--- src/rtl/fetch_pc_sequencer.sv ---
// Fetch-stage PC sequencer: owns the PC, drives the next-address mux select,
// holds a pending branch across stalls and emits a one-cycle flush on every redirect.
module fetch_pc_sequencer #(
   parameter int PC_WIDTH = 8,
   parameter int PC_STEP  = 4,
   parameter int RESET_PC = 0
) (
   input  logic                clk,
   input  logic                reset,
   input  logic                Stall,
   input  logic                BranchTaken,
   input  logic [PC_WIDTH-1:0] BranchTarget,
   output logic [PC_WIDTH-1:0] PC,
   output logic                NextPCSel,
   output logic [PC_WIDTH-1:0] NextPC,
   output logic                FetchValid,
   output logic                Flush
);

   typedef enum logic [1:0] {
      BOOT     = 2'd0,
      RUN      = 2'd1,
      STALL    = 2'd2,
      REDIRECT = 2'd3
   } state_t;

   state_t              r_state;
   logic [PC_WIDTH-1:0] r_pc;
   logic                r_flush;
   logic                r_pend_valid;
   logic [PC_WIDTH-1:0] r_pend_target;

   state_t              w_state_nxt;
   logic [PC_WIDTH-1:0] w_pc_nxt;
   logic                w_flush_nxt;
   logic                w_pend_valid_nxt;
   logic [PC_WIDTH-1:0] w_pend_target_nxt;
   logic                w_sel;
   logic [PC_WIDTH-1:0] w_redir_addr;
   logic [PC_WIDTH-1:0] w_pc_inc;
   logic [PC_WIDTH-1:0] w_next_pc;

   // A live branch always beats a buffered one.
   assign w_redir_addr = BranchTaken ? BranchTarget : r_pend_target;
   assign w_pc_inc     = r_pc + PC_WIDTH'(PC_STEP);
   assign w_next_pc    = w_sel ? w_redir_addr : w_pc_inc;

   always_comb begin
      w_state_nxt       = r_state;
      w_pc_nxt          = r_pc;
      w_flush_nxt       = 1'b0;
      w_pend_valid_nxt  = r_pend_valid;
      w_pend_target_nxt = r_pend_target;
      w_sel             = 1'b0;
      case (r_state)
         BOOT: begin
            w_state_nxt = Stall ? STALL : RUN;
         end
         RUN: begin
            if (BranchTaken) begin
               w_sel       = 1'b1;
               w_pc_nxt    = w_next_pc;
               w_flush_nxt = 1'b1;
               w_state_nxt = REDIRECT;
            end else if (Stall) begin
               w_state_nxt = STALL;
            end else begin
               w_pc_nxt    = w_next_pc;
            end
         end
         STALL: begin
            if (Stall) begin
               if (BranchTaken) begin
                  w_pend_target_nxt = BranchTarget;
                  w_pend_valid_nxt  = 1'b1;
               end
            end else if (BranchTaken || r_pend_valid) begin
               w_sel            = 1'b1;
               w_pc_nxt         = w_next_pc;
               w_pend_valid_nxt = 1'b0;
               w_flush_nxt      = 1'b1;
               w_state_nxt      = REDIRECT;
            end else begin
               // Held instruction is refetched from the unchanged PC.
               w_state_nxt = RUN;
            end
         end
         REDIRECT: begin
            if (BranchTaken) begin
               w_sel       = 1'b1;
               w_pc_nxt    = w_next_pc;
               w_flush_nxt = 1'b1;
            end else begin
               w_state_nxt = Stall ? STALL : RUN;
            end
         end
         default: begin
            w_state_nxt = BOOT;
         end
      endcase
   end

   always_ff @(posedge clk) begin
      if (reset) begin
         r_state       <= BOOT;
         r_pc          <= PC_WIDTH'(RESET_PC);
         r_flush       <= 1'b0;
         r_pend_valid  <= 1'b0;
         r_pend_target <= '0;
      end else begin
         r_state       <= w_state_nxt;
         r_pc          <= w_pc_nxt;
         r_flush       <= w_flush_nxt;
         r_pend_valid  <= w_pend_valid_nxt;
         r_pend_target <= w_pend_target_nxt;
      end
   end

   assign PC         = r_pc;
   assign NextPCSel  = w_sel;
   assign NextPC     = w_next_pc;
   assign FetchValid = (r_state == RUN);
   assign Flush      = r_flush;

endmodule
--- config.mk ---
export PLATFORM = sky130hd
export DESIGN_NAME = fetch_pc_sequencer
export DESIGN_NICKNAME = d
export VERILOG_FILES = /design/src/rtl/fetch_pc_sequencer.sv
export SDC_FILE = /design/constraint.sdc
export NUM_CORES = 1
export LEC_CHECK = 0
export BUFFER_PORTS_ARGS = -buffer_cell sky130_fd_sc_hd__clkbuf_2
export CORE_MARGIN = 2
export CORE_UTILIZATION = 32
export CTS_CLUSTER_DIAMETER = 80
export DETAILED_ROUTE_END_ITERATION = 8
export HOLD_SLACK_MARGIN = 0.12
export PLACE_DENSITY = 0.6
export RECOVER_POWER = 100
export SYNTH_ARGS = -nofsm -noshare
export SYNTH_HDL_FRONTEND = slang
export SYNTH_SLANG_ARGS = --single-unit
--- constraint.sdc ---
create_clock -name clk -period 1.92 [get_ports clk]
set_clock_uncertainty 0.2 [all_clocks]
set_input_delay 0.096 -clock clk [delete_from_list [all_inputs] [get_ports clk]]
set_output_delay 0.096 -clock clk [all_outputs]
set_load 0.02 [all_outputs]
Word-level counts from Yosys, hierarchy flattened
Cells that the tools add are included.
{"block": "word_totals", "inputBits": 12, "out_inout_bits": 19, "ff_bits": 20}
{"block": "op_classes", "add_sub_neg": 1, "n_reduce_logical": 9, "muxes": 22, "n_eq_ne": 10}
{"operator": "$mux W8", "n": 7}
{"operator": "$pmux W8 S3", "n": 1}
{"operator": "$mux W2", "n": 6}
{"operator": "$add A8 B3 Y8 const B", "n": 1}
{"operator": "$ne A2 B2 Y1 const B", "n": 4}
{"operator": "$pmux W2 S4", "n": 1}
{"operator": "$mux W1", "n": 6}
{"operator": "$ne A3 B3 Y1 const B", "n": 2}
{"operator": "$reduce_and A3 Y1", "n": 2}
{"operator": "$reduce_and A5 Y1", "n": 1}
{"operator": "$eq A2 B2 Y1 const B", "n": 2}
{"operator": "$reduce_bool A3 Y1", "n": 1}
{"operator": "$eq A2 B1 Y1 const B", "n": 1}
{"operator": "$logic_not A2 Y1", "n": 1}
{"operator": "$ne A2 B1 Y1 const B", "n": 1}
{"operator": "$pmux W1 S2", "n": 1}
{"operator": "$reduce_and A2 Y1", "n": 1}
{"operator": "$reduce_bool A2 Y1", "n": 1}
{"operator": "$reduce_or A2 Y1", "n": 1}
{"operator": "$logic_or A1 B1 Y1", "n": 1}

Longest topological paths before layout
{"block": "logic_depth", "depth_word": 8, "ltp_mapped": 8, "mapped_depth_nobuf": 7}

Worst setup path before layout
No wires, ideal clock.
{"block": "synth_path", "path_type": "register -> output", "start": "register r_state[1]", "end": "output NextPC[2]", "arrival_time_ns": 1.934, "slack_ns": -0.310, "required_time_ns": 1.624, "stages_incl_launch_ff": 8, "path_cell_list": "dfxtp_1 -> inv_1 -> ha_1 -> o21ai_1 -> a211o_1 -> inv_2 -> buf_2 -> mux2i_1"}
{"block": "synth_between", "elab_chain_cells": 4, "word_cells_on_any_way": 6, "cone_classes": "eq/ne: 3; mux: 2; reduce/logical: 1"}
{"element": "from (decl)", "line": "27", "text": "state_t r_state;"}
{"element": "from (signal assigned)", "line": "111", "text": "r_state <= w_state_nxt;"}
{"element": "$eq A2 B1 Y1"}
{"element": "net FetchValid", "line": "16", "text": "output logic FetchValid,"}
{"element": "$reduce_or A2 Y1 (no source line)"}
{"element": "$pmux W1 S2", "line": "55", "text": "case (r_state)"}
{"element": "net NextPCSel", "line": "14", "text": "output logic NextPCSel,"}
{"element": "$mux W8", "line": "46", "text": "assign w_next_pc = w_sel ? w_redir_addr : w_pc_inc;"}
{"element": "to (decl)", "line": "15", "text": "output logic [PC_WIDTH-1:0] NextPC,"}
The timed path passes the listed nets, and every way through them passes these cells.

Worst setup path in the final report
{"block": "layout_path", "start": "register r_state[0]", "end": "output NextPC[2]"}
{"block": "layout_between", "elab_chain_cells": 4, "word_cells_on_any_way": 6, "cone_classes": "eq/ne: 3; mux: 2; reduce/logical: 1"}
{"element": "$eq A2 B1 Y1 or $eq A2 B2 Y1 (tied branches)", "line": "55"}
{"element": "$reduce_or A2 Y1 (no source line)"}
{"element": "$pmux W1 S2 (*)", "line": "55"}
{"element": "$mux W8 (*)", "line": "46"}
Every way passes the cells marked *; elsewhere a longest branch is shown, timed or not.

==> results.txt <==
For this run, the share of the core covered by cells in the final layout is 58.82%. The worst reg-to-reg path cell count was 8. Setup repair after global routing could not meet its margin everywhere. The final reports fail on setup timing. The clock group share of total power is 14.0%, and the endpoint required time on the critical path is 1.62 ns. The first-pass GRT wire length was 6141 um. The worst hold path depth is 4, and the die extent in y is 66.12 um. The number of nets handed over by synthesis was 163. At the pin with the least slew margin, the transition time is 0.4662 ns. The register-to-register setup slack is -0.17 ns.

The run gives 0.1228 ns as the worst-case hold slack. Highest cell delay on the worst timing path: 0.40 ns. For the cell count after synthesis, the log shows 146. In this run the static leakage power is 0.8957 nW. Signal routing reaches up to met4.

The logs give 194 um for the total met3 wirelength after detailed routing and 239 for the layout net count. Combinational logic is responsible for 61.2% of the overall power. Leaving out fill and tap cells, the most frequent cell in the layout is sky130_fd_sc_hd__buf_4. The combined buffer and inverter count along the critical path is 3, and the number of buffers on the longest clock path is 2. Counting distinct cell types in the post-synthesis netlist gives 38. Once layout is complete, the cells apart from fillers number 269. The run gives 0 as the global-route congestion overflow total.

The clock insertion delay at the later pin of the skew report came out at 0.26 ns. The run gives 1382 as the via count. The worst-case IR drop observed on VDD is 0.5379 mV. After detailed routing, the number of vias per cell comes to 5.138.

The worst path uses 110.0% of the clock period. CTS saw 20 sinks. The die is 66.12 um wide.

The tools report the part of the power in registers as 24.7%. The normalized max-slew margin came out at 68.03%. Broken down by cell family, the worst path's largest delay share belongs to flip-flops.

The path type of the worst min-delay path is input pin to register. In this run the core area contains 22 standard-cell rows. The flow ran to the end, but the final reports show violations. The instance count on the critical path works out to 7. The run gives 31 as the number of ports placed on the die boundary. The worst setup path is captured at an output pin. For the total met2 wirelength after detailed routing, the log shows 2003 um.

The worst setup path is launched from a register. H-tree depth: 1. After detailed routing, the average wire length per cell comes to 14.75 um. Clock-pin slew was measured on the worst setup and hold paths at 0.08 ns. In this run the mean area of a mapped cell was 8.458 um^2.

The run gives 0 as the number of pins exceeding their max-slew limit in the final report. Of all nets on the critical path, the largest fanout is 6. 0 antenna diodes ended up in the layout.

Fraction of the yosys area taken by sequential cells: 32.42%. Wires add up to 3967 um. The number of clock buffers added by TritonCTS is 3. Once the floorplan was initialized, standard cells occupied 33.48% of the core.

The tools report the cell at the root of the clock tree as sky130_fd_sc_hd__clkbuf_8. The synthesized netlist occupies a cell area of 1235 um^2. The die covers 4372 um^2. The run gives 3689 um^2 as the floorplan core area.

In the layout the commonest cells are 28 x sky130_fd_sc_hd__buf_4, 17 x sky130_fd_sc_hd__dfxtp_1, 13 x sky130_fd_sc_hd__clkbuf_2, 13 x sky130_fd_sc_hd__buf_6. Setup violations remaining at the end of the flow were counted as 18. Routability-driven placement finished with a final weighted congestion of 0.8378.

In this run, synthesis produced a sequential element count of 20. For the number of filler cells placed in the layout, the log shows 325. Fraction of power spent switching nets: 38.60%.

The routed design could run at a clock period as short as 2.112 ns. The critical path is of the register to output pin type. The run gives 0 as the number of warnings printed during yosys synthesis.

The number of max-cap violations was 0. Once placement completed, the tool counted placed cells totaling 239. The net switching power is 914.4 uW, and the largest net degree at the start of global routing is 21.

TritonCTS built the clock tree. The area growth from synthesis to layout is 75.68%. The count of nets left with antenna violations once routing finished came out at 0. The logs give -0.1924 ns for the final worst-path setup slack and 18.06% for the overall routing resource usage. The first-iteration detailed-routing DRC count came out at 76. After legalization and detailed placement, the total HPWL measured 2525 um.

The largest individual stage delay along the critical path comes from the cell sky130_fd_sc_hd__dfxtp_4. The internal power of the cells totals 1.455 mW. Before antenna repair, the detailed router went through 5 iterations. The run gives 2.369 mW as the total power after layout.

For this block, wires on met1 add up to 1736 um. The run gives 1.82 ns as the worst path arrival time. Walking the worst path, the cells encountered are ha_4 > o21ai_2 > a211o_1 > inv_2 > buf_6 > mux2i_4 > buf_8. The number of global-route vias before repair was 1387.

The final number of hold-violating endpoints is 0, and the fraction of final layout cells sized beyond drive strength 1 is 47.96%. The run gives 0 as the remaining routing DRC violations. Adding up every negative setup slack in the final design gives -2.112 ns.

Derived from the worst setup path, the maximum achievable clock frequency is 0.4734 GHz. The number of antenna violations at the first check in global routing is 0, and the count of port buffers added during placement is 30. The power density of the placed cells is 1092 nW/um^2.
cells by family after synthesis:
group	Yosys count	share of synthesized area (%)
AO/OA/AOI/OAI	40	22.60
XOR/XNOR	4	2.837
adder cells (fa/ha/maj)	5	5.066
AND/OR/NAND/NOR	43	17.32
multiplexers	17	14.29
buffers and inverters	17	5.470
flip-flops	20	32.42
layout make-up:
| type | instances | area [um^2] | share of cell area, % |
|---|---|---|---|
| clock buffers | 4 | 55.05 | 2.537 |
| inverters | 10 | 42.54 | 1.961 |
| multi-input cells | 109 | 963.4 | 44.41 |
| flip-flops and latches | 20 | 409.1 | 18.86 |
| well taps | 48 | 60.06 | 2.768 |
| repair buffers | 78 | 639.4 | 29.47 |
flip-flops by register name, indices dropped and copies added, names as in the netlist:
| register | flops |
|---|---|
| PC | 8 |
| r_pend_target | 8 |
| r_state | 2 |
| Flush | 1 |
| r_pend_valid | 1 |
cells in the mapped netlist:
| library cell | instances | area (um^2) |
|---|---|---|
| sky130_fd_sc_hd__nand2_1 | 11 | 41.29 |
| sky130_fd_sc_hd__nor2b_1 | 4 | 25.02 |
| sky130_fd_sc_hd__and2_0 | 1 | 6.260 |
| sky130_fd_sc_hd__dfxtp_1 | 20 | 400.4 |
| sky130_fd_sc_hd__nor4_1 | 1 | 6.260 |
| sky130_fd_sc_hd__inv_2 | 1 | 3.750 |
| sky130_fd_sc_hd__a311oi_1 | 2 | 17.52 |
| sky130_fd_sc_hd__buf_2 | 3 | 15.01 |
| sky130_fd_sc_hd__nand2b_1 | 2 | 12.51 |
| sky130_fd_sc_hd__o21bai_1 | 1 | 7.510 |
| sky130_fd_sc_hd__o21a_1 | 1 | 7.510 |
| sky130_fd_sc_hd__nand3_1 | 4 | 20.02 |
| sky130_fd_sc_hd__o21ai_0 | 8 | 40.04 |
| sky130_fd_sc_hd__inv_1 | 9 | 33.78 |
| sky130_fd_sc_hd__mux2_2 | 5 | 56.30 |
| sky130_fd_sc_hd__a2111o_1 | 1 | 11.26 |
| sky130_fd_sc_hd__o2bb2ai_1 | 1 | 8.760 |
| sky130_fd_sc_hd__o211ai_1 | 1 | 7.510 |
| sky130_fd_sc_hd__or4_1 | 2 | 15.01 |
| sky130_fd_sc_hd__nand4b_1 | 1 | 8.760 |
| sky130_fd_sc_hd__mux2i_1 | 12 | 120.1 |
| sky130_fd_sc_hd__a211oi_1 | 7 | 52.55 |
| sky130_fd_sc_hd__o32ai_1 | 3 | 26.28 |
| sky130_fd_sc_hd__ha_1 | 5 | 62.56 |
| sky130_fd_sc_hd__o22ai_1 | 1 | 6.260 |
| sky130_fd_sc_hd__a221o_1 | 1 | 10.01 |
| sky130_fd_sc_hd__buf_1 | 1 | 3.750 |
| sky130_fd_sc_hd__clkbuf_1 | 3 | 11.26 |
| sky130_fd_sc_hd__o21ai_1 | 2 | 10.01 |
| sky130_fd_sc_hd__xnor2_1 | 4 | 35.03 |
| sky130_fd_sc_hd__and2b_1 | 2 | 15.01 |
| sky130_fd_sc_hd__a311o_1 | 1 | 10.01 |
| sky130_fd_sc_hd__a21oi_1 | 4 | 20.02 |
| sky130_fd_sc_hd__a31oi_1 | 4 | 25.02 |
| sky130_fd_sc_hd__a211o_1 | 1 | 8.760 |
| sky130_fd_sc_hd__o21ba_2 | 1 | 10.01 |
| sky130_fd_sc_hd__or3_1 | 3 | 18.77 |
| sky130_fd_sc_hd__nor2_1 | 12 | 45.04 |
worst min-delay path: stages:
cell	delay, ns
sky130_fd_sc_hd__clkbuf_2	0.10
sky130_fd_sc_hd__nor2_1	0.12
sky130_fd_sc_hd__a311o_1	0.17
sky130_fd_sc_hd__a21oi_2	0.06
path summary, 6_finish.rpt:
kind	startpoint	endpoint
worst max-delay path	r_state[0]	NextPC[2]
worst min-delay path	Stall	r_state[1]
worst max register to register	r_state[0]	PC[2]
worst min register to register	r_pend_target[3]	r_pend_target[3]
layer usage:
layer | GRT usage, % | up-vias
met4 | 4.592 | 0
met3 | 3.407 | 4
met1 | 22.28 | 657
li1 | - | 683
met2 | 32.00 | 38
met5 | 0 | -
through the flow:
stage | setup slack [ns] | area (um^2)
2_1_floorplan | -0.008112 | 1299
5_1_grt | -0.2683 | 2170
3_5_place_dp | -0.1007 | 1638
4_1_cts | -0.2011 | 2003
3_3_place_gp | -0.04052 | 1638
6_report | -0.1924 | 2170
power by group through the flow:
stage	Combinational [mW]	Sequential (mW)	Clock, mW
after floorplan	0.592	0.587	0
after global placement	0.934	0.574	0
after detailed placement	0.953	0.579	0
after CTS	1.20	0.576	0.332
after global routing	1.55	0.597	0.350
final	1.45	0.586	0.332
what timing repair did:
action	4_1_cts	5_1_grt
hold buffers	10	1
buffers inserted	7	9
hold endpoints to repair	20	2
endpoints found under the setup margin	18	19
pin swaps	13	14
resized for setup	38	36
Note: power is estimated with default switching activity, not from simulation.
